===== config.mk =====
export PLATFORM = sky130hd
export DESIGN_NAME = clk_div_gen_flat
export DESIGN_NICKNAME = d
export VERILOG_FILES = /design/src/rtl/clk_div_gen_if.sv /design/src/rtl/clk_div_gen.sv /design/src/flat_wrapper.sv
export SDC_FILE = /design/constraint.sdc
export NUM_CORES = 1
export LEC_CHECK = 0
export BUFFER_PORTS_ARGS = -buffer_cell sky130_fd_sc_hd__clkbuf_2
export CAP_MARGIN = 20
export CORE_AREA = 2 2 49 51
export CTS_CLUSTER_DIAMETER = 80
export DETAILED_ROUTE_END_ITERATION = 6
export DIE_AREA = 0 0 51 53
export PLACE_DENSITY = 0.68
export SETUP_SLACK_MARGIN = 0.15
export SLEW_MARGIN = 20
export SYNTH_ARGS = -nofsm -noshare
export SYNTH_HDL_FRONTEND = slang
export SYNTH_SLANG_ARGS = --single-unit

===== constraint.sdc =====
create_clock -name clk16f -period 1.3 [get_ports clk16f]
set_clock_uncertainty 0.05 [all_clocks]
set_input_delay 0 -clock clk16f [delete_from_list [all_inputs] [get_ports clk16f]]
set_output_delay 0 -clock clk16f [all_outputs]
set_load 0.02 [all_outputs]

===== src/rtl/clk_div_gen_if.sv =====
// Divided-clock bundle for clk_div_gen.
// The master side (the generator) takes the enable mask and drives the clocks and frame status.
// The slave side is the view a downstream consumer of the clocks sees.
interface clk_div_gen_if;
    logic [3:0] enable_mask;  // bit3 clk8f, bit2 clk4f, bit1 clk2f, bit0 clkf
    logic       clk8f;
    logic       clk4f;
    logic       clk2f;
    logic       clkf;
    logic [3:0] phase;
    logic       frame_start;
    logic       locked;

    modport master (
        input  enable_mask,
        output clk8f,
        output clk4f,
        output clk2f,
        output clkf,
        output phase,
        output frame_start,
        output locked
    );

    modport slave (
        output enable_mask,
        input  clk8f,
        input  clk4f,
        input  clk2f,
        input  clkf,
        input  phase,
        input  frame_start,
        input  locked
    );
endinterface


===== src/rtl/clk_div_gen.sv =====
// Clock-divider generator: derives clk8f/clk4f/clk2f/clkf from clk16f on a common
// 16-cycle frame, with frame phase, frame-start strobe, per-clock whole-frame
// gating and a sticky lock indication after LOCK_CYCLES complete frames.
module clk_div_gen #(
    parameter int unsigned LOCK_CYCLES = 8  // legal range 1..255
) (
    input  logic          clk16f,
    input  logic          reset,
    clk_div_gen_if.master bus
);

    localparam int unsigned FcntW = $clog2(LOCK_CYCLES + 1);
    localparam logic [FcntW-1:0] LockCnt  = FcntW'(LOCK_CYCLES);
    localparam logic [FcntW-1:0] LockLast = FcntW'(LOCK_CYCLES - 1);

    typedef enum logic [0:0] {StAcquire, StLocked} lock_st_e;

    logic [3:0]       cnt_q, cnt_d;
    logic [3:0]       en_q, en_d;
    logic [3:0]       clk_q, clk_d;      // bit3 clk8f .. bit0 clkf, same order as enable_mask
    logic             frame_start_q;
    logic             wrap;
    logic [FcntW-1:0] frame_cnt_q;
    logic             locked_q;
    lock_st_e         lock_st_q;

    // Next-state for the frame counter, the frame enables and the clock flops.
    always_comb begin
        cnt_d = cnt_q + 4'd1;
        wrap  = (cnt_q == 4'hF);
        // The mask is only taken on the 15->0 edge so a gate covers whole periods.
        en_d  = wrap ? bus.enable_mask : en_q;
        // Clock outputs are the next counter bits, so they and phase update together.
        clk_d = {cnt_d[0], cnt_d[1], cnt_d[2], cnt_d[3]} & en_d;
    end

    // Frame counter, active enables, clock output flops and frame-start strobe.
    always_ff @(posedge clk16f) begin
        if (reset) begin
            cnt_q         <= 4'd0;
            en_q          <= 4'b1111;
            clk_q         <= 4'b0000;
            frame_start_q <= 1'b0;
        end else begin
            cnt_q         <= cnt_d;
            en_q          <= en_d;
            clk_q         <= clk_d;
            frame_start_q <= wrap;
        end
    end

    // Lock FSM: counts completed frames (saturating) and sets the sticky lock flag.
    always_ff @(posedge clk16f) begin
        if (reset) begin
            lock_st_q   <= StAcquire;
            frame_cnt_q <= '0;
            locked_q    <= 1'b0;
        end else begin
            if (wrap && (frame_cnt_q != LockCnt)) begin
                frame_cnt_q <= frame_cnt_q + FcntW'(1);
            end
            unique case (lock_st_q)
                StAcquire: begin
                    if (wrap && (frame_cnt_q == LockLast)) begin
                        lock_st_q <= StLocked;
                        locked_q  <= 1'b1;
                    end
                end
                StLocked: begin
                    locked_q <= 1'b1;
                end
            endcase
        end
    end

    // Every output comes straight from a flop.
    assign bus.clk8f       = clk_q[3];
    assign bus.clk4f       = clk_q[2];
    assign bus.clk2f       = clk_q[1];
    assign bus.clkf        = clk_q[0];
    assign bus.phase       = cnt_q;
    assign bus.frame_start = frame_start_q;
    assign bus.locked      = locked_q;

    // A frame-start strobe can only coincide with phase 0.
    a_frame_start_phase0: assert property (
        @(posedge clk16f) disable iff (reset) frame_start_q |-> (cnt_q == 4'd0)
    );

    // clk8f can only be high on odd phases.
    a_clk8f_odd_phase: assert property (
        @(posedge clk16f) disable iff (reset) clk_q[3] |-> cnt_q[0]
    );

endmodule


===== src/flat_wrapper.sv =====
// flat-port wrapper written by rule: the top's interface ports become plain ports
module clk_div_gen_flat 
#(
    parameter int unsigned LOCK_CYCLES = 8                       
)
  (clk16f, reset, bus_enable_mask, bus_clk8f, bus_clk4f, bus_clk2f, bus_clkf, bus_phase, bus_frame_start, bus_locked);
  clk_div_gen_if bus_i ();
  input  logic clk16f;
  input  logic reset;
  input wire logic [$bits(bus_i.enable_mask)-1:0] bus_enable_mask;
  output wire logic [$bits(bus_i.clk8f)-1:0] bus_clk8f;
  output wire logic [$bits(bus_i.clk4f)-1:0] bus_clk4f;
  output wire logic [$bits(bus_i.clk2f)-1:0] bus_clk2f;
  output wire logic [$bits(bus_i.clkf)-1:0] bus_clkf;
  output wire logic [$bits(bus_i.phase)-1:0] bus_phase;
  output wire logic [$bits(bus_i.frame_start)-1:0] bus_frame_start;
  output wire logic [$bits(bus_i.locked)-1:0] bus_locked;
  assign bus_i.enable_mask = bus_enable_mask;
  assign bus_clk8f = bus_i.clk8f;
  assign bus_clk4f = bus_i.clk4f;
  assign bus_clk2f = bus_i.clk2f;
  assign bus_clkf = bus_i.clkf;
  assign bus_phase = bus_i.phase;
  assign bus_frame_start = bus_i.frame_start;
  assign bus_locked = bus_i.locked;
  clk_div_gen #(.LOCK_CYCLES(LOCK_CYCLES)) u_core (.clk16f(clk16f), .reset(reset), .bus(bus_i));
endmodule

==> results of run 1 <==
[cells by family (layout without fill, tap and decap cells)]
| kind of cell | after synthesis | in the layout | share of synthesized area |
|---|---|---|---|
| flip-flops | 19 | 19 | 0.526 |
| XOR/XNOR | 2 | 2 | 0.0242 |
| adder cells (fa/ha/maj) | 3 | 3 | 0.0519 |
| buffers and inverters | 7 | 35 | 0.0484 |
| AND/OR/NAND/NOR | 26 | 26 | 0.197 |
| AO/OA/AOI/OAI | 9 | 9 | 0.0813 |
| multiplexers | 5 | 5 | 0.0709 |
[layout by cell type, fill, tap and decap left out, types with 2 or more instances in the layout]
cell           Yosys  final
a21oi_1            3      3
dfxtp_2            0      3
clkbuf_2           0     15
dfxtp_4            0      2
nor2_1             8      8
nand3_1            3      3
inv_1              4      4
clkbuf_4           0      3
o21ai_1            0      2
dfxtp_1           19     14
nor3_1             2      2
nand2b_1           5      5
buf_4              0      8
dlygate4sd3_1      0      4
nor2b_1            2      2
mux2i_1            4      3
[metal layers]
metal / vias to the layer above / GRT usage
li1: 294 / -
met1: 242 / 0.129
met2: 12 / 0.199
met3: 2 / 0.0339
met4: 0 / 0.0676
met5: - / 0
[worst paths after layout]
kind,start,endpoint,slack (ps),cells past startpoint
worst min-delay path,reset,u_core.bus.phase[0],60,2
worst max register to register,u_core.bus.phase[1],u_core.frame_cnt_q[0],50,4
worst min register to register,u_core.en_q[1],u_core.clk_q[1],430,1
worst max-delay path,u_core.bus.phase[1],u_core.frame_cnt_q[0],50,4
[Yosys cell counts (2+ instances only)]
library cell / count
dfxtp_1: 19
nor2_1: 8
nand2b_1: 5
inv_1: 4
mux2i_1: 4
a21oi_1: 3
ha_1: 3
nand3_1: 3
o21ai_0: 3
nor2b_1: 2
nor3_1: 2
[sequential cells by signal, indices dropped and copies added, names as in the netlist]
register                cells
u_core.bus.frame_start      1
u_core.bus.locked           1
u_core.bus.phase            4
u_core.clk_q                4
u_core.en_q                 4
u_core.frame_cnt_q          4
u_core.lock_st_q            1
[where the power goes]
part | leakage (nW) | internal, mW | total [mW] | switching (mW)
clock | 0.0150 | 0.119 | 0.294 | 0.175
sequential | 0.157 | 0.598 | 0.611 | 0.0128
combinational | 0.231 | 0.0536 | 0.106 | 0.0528
total | 0.403 | 0.771 | 1.01 | 0.241
[layout make-up]
| cell class | count | share of cell area |
|---|---|---|
| timing repair buffer | 27 | 0.175 |
| sequential | 19 | 0.391 |
| multi-input combinational | 45 | 0.358 |
| clock buffer | 4 | 0.0262 |
| inverter | 4 | 0.0150 |
| tap | 28 | 0.0350 |
[critical path, delay by kind of cell, from the launching register on]
family                   cells  cell delay (ps)
flip-flops                   1              370
AO/OA/AOI/OAI                1              180
AND/OR/NAND/NOR              1              100
adder cells (fa/ha/maj)      1              150
multiplexers                 1              310
[what timing repair did]
action	CTS	global route
setup buffers	4	1
pin swaps	1	6
endpoints found under the setup margin	12	14
hold buffers	3	1
resized for setup	3	2
endpoints found under the hold margin	7	2
==> reports/qor.yml, run 1 <==
status: "finished, final reports clean"
route.detailed.drc: 0
place_area_um2: 885
grt_max_degree: 21
postSynthCellCount: 71
grt_setup_unrepaired: "true"
area_growth_pct: 38.6
relSlewSlack: 0.770
synth_top_area_frac: 0.526
multi_input_area_um2: 359
clkTransAtPathRegs_ps: 100
slowest_stage: "dfxtp_4"
grtUsageTotal: 0.117
routed_wl_mm: 1.31
synth_top_area_cell: "dfxtp_1"
htreeDepth: 1
p_per_area_nw_per_um2: 1010
min_period_over_period: 0.965
period_needed_ps: 1250
critPathKind: "flip-flop to flip-flop"
grt_remaining_overflow: 0
ys_ff_latch: 19
top_layer: "met4"
power_mw: 1.01
max_stage_delay_ps: 370
fmax_mhz: 797
via_count: 550
max_slew.worst_pin.slew_ps: 345
synth_edf_count: 0
yosys_warnings: 0
leakage_nw: 0.403
path_max_fanout: 4
grt_pass1_wl_mm: 2.30
fin_cells: 127
synth_area_um2: 723
portBuffers: 15
core_um2: 2150
rows: 17
startpoint_type: "flip-flop"
cp.arrival_ps: 1400
fp.dieW_um: 51
cts_tree: "yes"
worstPathCellList: "ha_4 -> nand3_4 -> a31oi_4 -> mux2_4"
synth_cell_type_count: 26
start_util: 0.337
die_h_um: 53
cp.required_ps: 1440
detail_route.wl_per_cell_um: 10.3
maxCapViolations: 0
nNetsFinal: 109
layout-drive-gt1-share: 0.404
final_cell_area_um2: 1000
drtIter0Drc: 8
synth_nets: 80
setup_tns_ps: 0
wl_met2_um: 632
dieArea_um2: 2700
first_pass_iters: 5
drt-met1-wl_um: 607
clockRootBuffer: "clkbuf_4"
hold_class: "primary input to flip-flop"
wl_met3_um: 65
postRouteAntennaNets: 0
hold_viol: 0
num_antenna_cells: 0
cts_sinks: 19
worst_slack_ps: 45.5
grt_pass1_vias: 548
num_io_pins: 16
synthTopCellsByArea: "dfxtp_1, mux2i_1, ha_1, nand2b_1, nor2_1"
timing.hold.ws_ps: 55.9
cts_max_path_buffers: 2
avgSynthCellArea_um2: 10.2
vdd_drop_max_mv: 0.637
seq_area_um2: 392
yosysSeqAreaShare: 0.526
gp_congestion: 0.743
fill_cells: 212
synth-async-reset-ratio: 0
viasPerCell: 4.33
numCtsBuffers: 3
worstSkewPairLatency_ps: 290
antenna_found_initial: 0
pre_cts_ws_ps: 28.5
dp_cells: 114
end_kind: "flip-flop"
synthFlopType: "dfxtp_1"
drv_slew: 0
setup_viol: 0
utilization: 0.467
hpwl_um: 905
(Power assumes the default switching activity.)
==> run 2: changes to the inputs <==
- GPL_TIMING_DRIVEN: default -> 0
==> run 2 against run 1 <==
Combinational power about the same. Fmax down 3.4%. Setup slack lost 43 ps. Highest routed layer unchanged. Sequential power is essentially flat. Critical path depth rose by 1. Routed wire length is 4.8% higher. Clock power decreased by 4%. Core utilization increased by 2.0 points. Register-to-register slack got worse by 40 ps.
==> reports/qor.yml, run 2 (same netlist as run 1, synthesis figures left out) <==
status: "finished, final reports clean"  # unchanged
slowest_stage: "dfxtp_4"  # unchanged
end_kind: "flip-flop"  # unchanged
utilization: 0.487  # was 0.467
max_stage_delay_ps: 370  # about the same
worstPathCellList: "ha_4 -> and3_4 -> buf_12 -> mux2i_4 -> nor3_1"  # was ha_4 -> nand3_4 -> a31oi_4 -> mux2_4
grt_remaining_overflow: 0  # unchanged
cts_sinks: 19  # unchanged
hp-start: "reset"  # unchanged
use_met3: 0.0480  # was 0.0339
clockRootBuffer: "clkbuf_4"  # unchanged
cp.arrival_ps: 1430  # was 1400 ps
hold_class: "primary input to flip-flop"  # unchanged
postRouteAntennaNets: 0  # unchanged
num_io_pins: 16  # unchanged
grt.busiest_layer: "met2"  # unchanged
setup_tns_ps: 0  # unchanged
gp_congestion: 0.692  # was 0.743
vdd_drop_max_mv: 0.698  # was 0.637 mV
core_um2: 2150  # unchanged
detail_route.wl_per_cell_um: 10.8  # was 10.3 um
dieArea_um2: 2700  # unchanged
antenna_found_initial: 0  # unchanged
fp.dieW_um: 51  # unchanged
routed_wl_mm: 1.38  # was 1.31 mm
final_cell_area_um2: 1050  # was 1000 um^2
critPathKind: "flip-flop to flip-flop"  # unchanged
drtIter0Drc: 12  # was 8
first_pass_iters: 4  # was 5
cp.required_ps: 1430  # was 1440 ps
met2_usage: 0.169  # was 0.199
fill_cells: 206  # was 212
grt_pass1_wl_mm: 2.04  # was 2.30 mm
hpwl_um: 915  # was 905 um
worstSkewPairLatency_ps: 290  # about the same
maxCapViolations: 0  # unchanged
final_common_cell: "clkbuf_2"  # unchanged
crit_start: "u_core.bus.phase[1]"  # unchanged
portBuffers: 15  # unchanged
setup_viol: 0  # unchanged
path_max_fanout: 7  # was 4
viasPerCell: 4.45  # was 4.33
final_cell_mix: "clkbuf_2, dfxtp_1, nor2_1"  # was clkbuf_2, dfxtp_1, nor2_1, buf_4, nand2b_1
grtUsageTotal: 0.101  # was 0.117
cts_tree: "yes"  # unchanged
start_util: 0.337  # unchanged
p_per_area_nw_per_um2: 955  # was 1010 nW/um^2
numCtsBuffers: 3  # unchanged
startpoint_type: "flip-flop"  # unchanged
grt_pass1_vias: 502  # was 548
cts_max_path_buffers: 2  # unchanged
timing.hold.ws_ps: 164  # was 55.9 ps
grt_max_degree: 11  # was 21
grtUsageMet1: 0.116  # was 0.129
die_h_um: 53  # unchanged
place_area_um2: 882  # was 885 um^2
period_needed_ps: 1300  # was 1250 ps
rows: 17  # unchanged
drv_slew: 0  # unchanged
route.detailed.drc: 0  # unchanged
via_count: 565  # was 550
num_antenna_cells: 0  # unchanged
nNetsFinal: 109  # unchanged
leakage_nw: 0.403  # about the same
clkTransAtPathRegs_ps: 100  # about the same
r2r_slack_ps: 2  # was 50 ps
fmax_mhz: 770  # was 797 MHz
power_uw: 999  # was 1.01 mW
area_growth_pct: 44.6  # was 38.6%
max_slew.worst_pin.slew_ps: 392  # was 345 ps
htreeDepth: 1  # unchanged
relSlewSlack: 0.739  # was 0.770
min_period_over_period: 0.998  # was 0.965
layout-drive-gt1-share: 0.414  # was 0.404
r2r_start: "u_core.bus.phase[1]"  # unchanged
grt_setup_unrepaired: "true"  # unchanged
hold_viol: 0  # unchanged
## run 2: per-stage QoR
stage / instances / setup WS [ps]
floorplan: 71 / 9.46
global placement: 114 / -11.9
detailed placement: 114 / -31.7
CTS: 125 / 5.32
global route: 127 / -54.7
finish: 127 / 2.02
## run 2: area by class of cell
cell class,instances,area (um^2),area share
inverters,4,15.0,0.0144
flip-flops and latches,19,393,0.376
well taps,28,35.0,0.0335
repair buffers,24,159,0.152
multi-input cells,45,389,0.372
plain buffers,3,28.8,0.0275
clock buffers,4,26.3,0.0251
## run 2: worst max-delay path, delay by kind of cell (launching register included)
family	cells	cell delay [ps]
muxes	1	230
adders and majority gates	1	160
DFF	1	370
buffers and inverters	1	130
and+or+nand+nor	2	260
## run 2: worst paths after layout
path | to | cells after the start
max reg2reg | u_core.clk_q[0] | 5
max | u_core.clk_q[0] | 5
min reg2reg | u_core.lock_st_q | 2
min | u_core.bus.phase[2] | 3
## run 2: metal layers
layer / wire (um) / share of wire
met2: 691 / 0.50
met1: 590 / 0.43
met3: 86 / 0.063
met5: 0 / 0
met4: 8 / 0.0058
## run 2: what timing repair did
item	4_1_cts	5_1_grt
hold endpoints to repair	8	0
setup endpoints to repair	13	13
pin swaps	1	2
setup buffers	2	2
hold buffers	5	0
gates resized for setup	4	10
## run 2: power breakdown
part / internal (mW) / switching [mW] / total, mW
Clock: 0.119 / 0.164 / 0.283
Combinational: 0.0509 / 0.0553 / 0.106
Sequential: 0.598 / 0.0112 / 0.609
Total: 0.768 / 0.231 / 0.999
==> run 3: changes to the inputs <==
- ABC_AREA: default -> 0
- CORE_AREA: 2 2 49 51 -> 10 10 57 59
- DIE_AREA: 0 0 51 53 -> 0 0 67 69
==> run 3 against run 2 <==
Routed wire length grew 6.5%. Die area grew 71%. Fmax grew 0.82%. Total power grew 1.7%. Count of clock-buffer cells in the layout shrank 1. Hold slack lost 7.2 ps.
==> reports/qor.yml, run 3 (same netlist as run 1, synthesis figures left out) <==
status: "finished, final reports clean"  # unchanged
wl_met2_um: 639  # was 691 um
fp.dieW_um: 67  # was 51 um
postRouteAntennaNets: 0  # unchanged
dp_cells: 114  # unchanged
first_pass_iters: 4  # unchanged
numCtsBuffers: 3  # unchanged
seq_area_um2: 393  # unchanged
drtIter0Drc: 7  # was 12
grt_pass1_wl_mm: 2.44  # was 2.04 mm
grt_max_degree: 12  # was 11
core_um2: 2150  # unchanged
r2r_end: "u_core.en_q[0]"  # was u_core.clk_q[0]
max_slew.worst_pin.slew_ps: 400  # was 392 ps
multi_input_area_um2: 389  # unchanged
clkTransAtPathRegs_ps: 110  # was 100 ps
clockRootBuffer: "clkbuf_4"  # unchanged
relSlewSlack: 0.733  # was 0.739
timing.hold.ws_ps: 157  # was 164 ps
route.detailed.drc: 0  # unchanged
routed_wl_mm: 1.47  # was 1.38 mm
die_h_um: 69  # was 53 um
startpoint_type: "flip-flop"  # unchanged
antenna_found_initial: 0  # unchanged
hp-start: "reset"  # unchanged
path_max_fanout: 7  # unchanged
final_common_cell: "clkbuf_2"  # unchanged
wl_met3_um: 107  # was 86 um
reg2reg_depth: 5  # unchanged
fill_cells: 196  # was 206
grt_setup_unrepaired: "true"  # unchanged
final_cell_mix: "clkbuf_2, dfxtp_1, nor2_1"  # unchanged
cts_tree: "yes"  # unchanged
hold_path_end: "u_core.bus.phase[2]"  # unchanged
start_util: 0.337  # unchanged
area_growth_pct: 44.8  # was 44.6%
hold-path-cell-count: 3  # unchanged
grt_pass1_vias: 537  # was 502
end_kind: "flip-flop"  # unchanged
p_per_area_nw_per_um2: 970  # was 955 nW/um^2
top_layer: "met4"  # unchanged
drt-met1-wl_um: 654  # was 590 um
cts_max_path_buffers: 2  # unchanged
r2r_slack_ps: 10  # was 2 ps
r2r_start: "u_core.bus.phase[0]"  # was u_core.bus.phase[1]
portBuffers: 15  # unchanged
cp.required_ps: 1460  # was 1430 ps
layout-drive-gt1-share: 0.424  # was 0.414
viasPerCell: 4.51  # was 4.45
hpwl_mm: 1.06  # was 915 um
detail_route.wl_per_cell_um: 11.5  # was 10.8 um
critPathKind: "flip-flop to flip-flop"  # unchanged
grt_remaining_overflow: 0  # unchanged
hold_viol: 0  # unchanged
num_antenna_cells: 0  # unchanged
min_period_over_period: 0.990  # was 0.998
cp.arrival_ps: 1450  # was 1430 ps
dieArea_um2: 4620  # was 2700 um^2
vdd_drop_max_mv: 0.428  # was 0.698 mV
worstSkewPairLatency_ps: 300  # was 290 ps
drv_slew: 0  # unchanged
fmax_mhz: 777  # was 770 MHz
nNetsFinal: 109  # unchanged
rows: 17  # unchanged
leakage_nw: 0.405  # was 0.403 nW
hold_class: "primary input to flip-flop"  # unchanged
grtUsageTotal: 0.0690  # was 0.101
via_count: 573  # was 565
num_io_pins: 16  # unchanged
setup_viol: 0  # unchanged
period_needed_ps: 1290  # was 1300 ps
cts_sinks: 19  # unchanged
maxCapViolations: 0  # unchanged
fin_cells: 127  # unchanged
htreeDepth: 1  # unchanged
gp_congestion: 0.743  # was 0.692
run 3: cell count changes in the layout (fill, tap and decap cells not counted), sizes merged:
cell | before | now
clkbuf | 20 | 19
clkinv | 0 | 1
run 3: critical path, cell delays in order, from the launching register on:
cell and delay (ps):
dfxtp_4 370, ha_4 150, and3_4 190, buf_12 130, mux2i_4 230, nand2b_1 70
run 3: how the worst max path moves through the flow:
stage                                from                    end  slack, ps  depth (start not counted)
global route          u_core.bus.phase[0]         u_core.en_q[2]        -50                          5
CTS                   u_core.bus.phase[0]         u_core.en_q[2]         10                          5
floorplan             u_core.bus.phase[0]  u_core.frame_cnt_q[0]          9                          4
detailed placement  u_core.frame_cnt_q[0]  u_core.frame_cnt_q[0]        -40                          4
global placement    u_core.frame_cnt_q[0]  u_core.frame_cnt_q[0]        -10                          4
finish                u_core.bus.phase[0]         u_core.en_q[0]         10                          5
run 3: what timing repair did:
| item | CTS | global route |
|---|---|---|
| endpoints found under the setup margin | 12 | 14 |
| buffers inserted | 3 | 1 |
| pin swaps | 5 | 2 |
| hold buffers | 4 | 1 |
| resized for setup | 2 | 11 |
| endpoints found under the hold margin | 8 | 2 |
run 3: report_power, final:
part / total, mW / internal [mW] / switching, mW / leakage (nW)
Combinational: 0.107 / 0.0518 / 0.0555 / 0.230
Sequential: 0.609 / 0.598 / 0.0114 / 0.158
Clock: 0.299 / 0.115 / 0.185 / 0.0177
run 3: area by class of cell:
cell class,instances,share of cell area
inverter,4,0.0143
clock inverter,1,0.00478
timing repair buffer,24,0.152
clock buffer,3,0.0215
multi-input combinational,45,0.372
buffer,3,0.0275
sequential,19,0.375
tap,28,0.0335
run 3: routing by layer:
metal	GRT usage	vias to the layer above
li1	-	294
met1	0.0789	260
met2	0.0921	14
met3	0.0258	5
met4	0.0679	0
met5	0	-
run 3: metrics by stage:
step | TNS, ps | util | worst slack, ps | power, mW | area, um^2
after floorplan | 0 | - | 9.46 | 0.675 | 772
after global placement | -10.5 | 0.411 | -10.5 | 0.705 | 882
after detailed placement | -59.3 | 0.411 | -43.1 | 0.706 | 882
after CTS | 0 | 0.454 | 12.9 | 1.02 | 975
after global routing | -160 | 0.487 | -45.4 | 1.06 | 1050
final | 0 | 0.487 | 12.6 | 1.02 | 1050
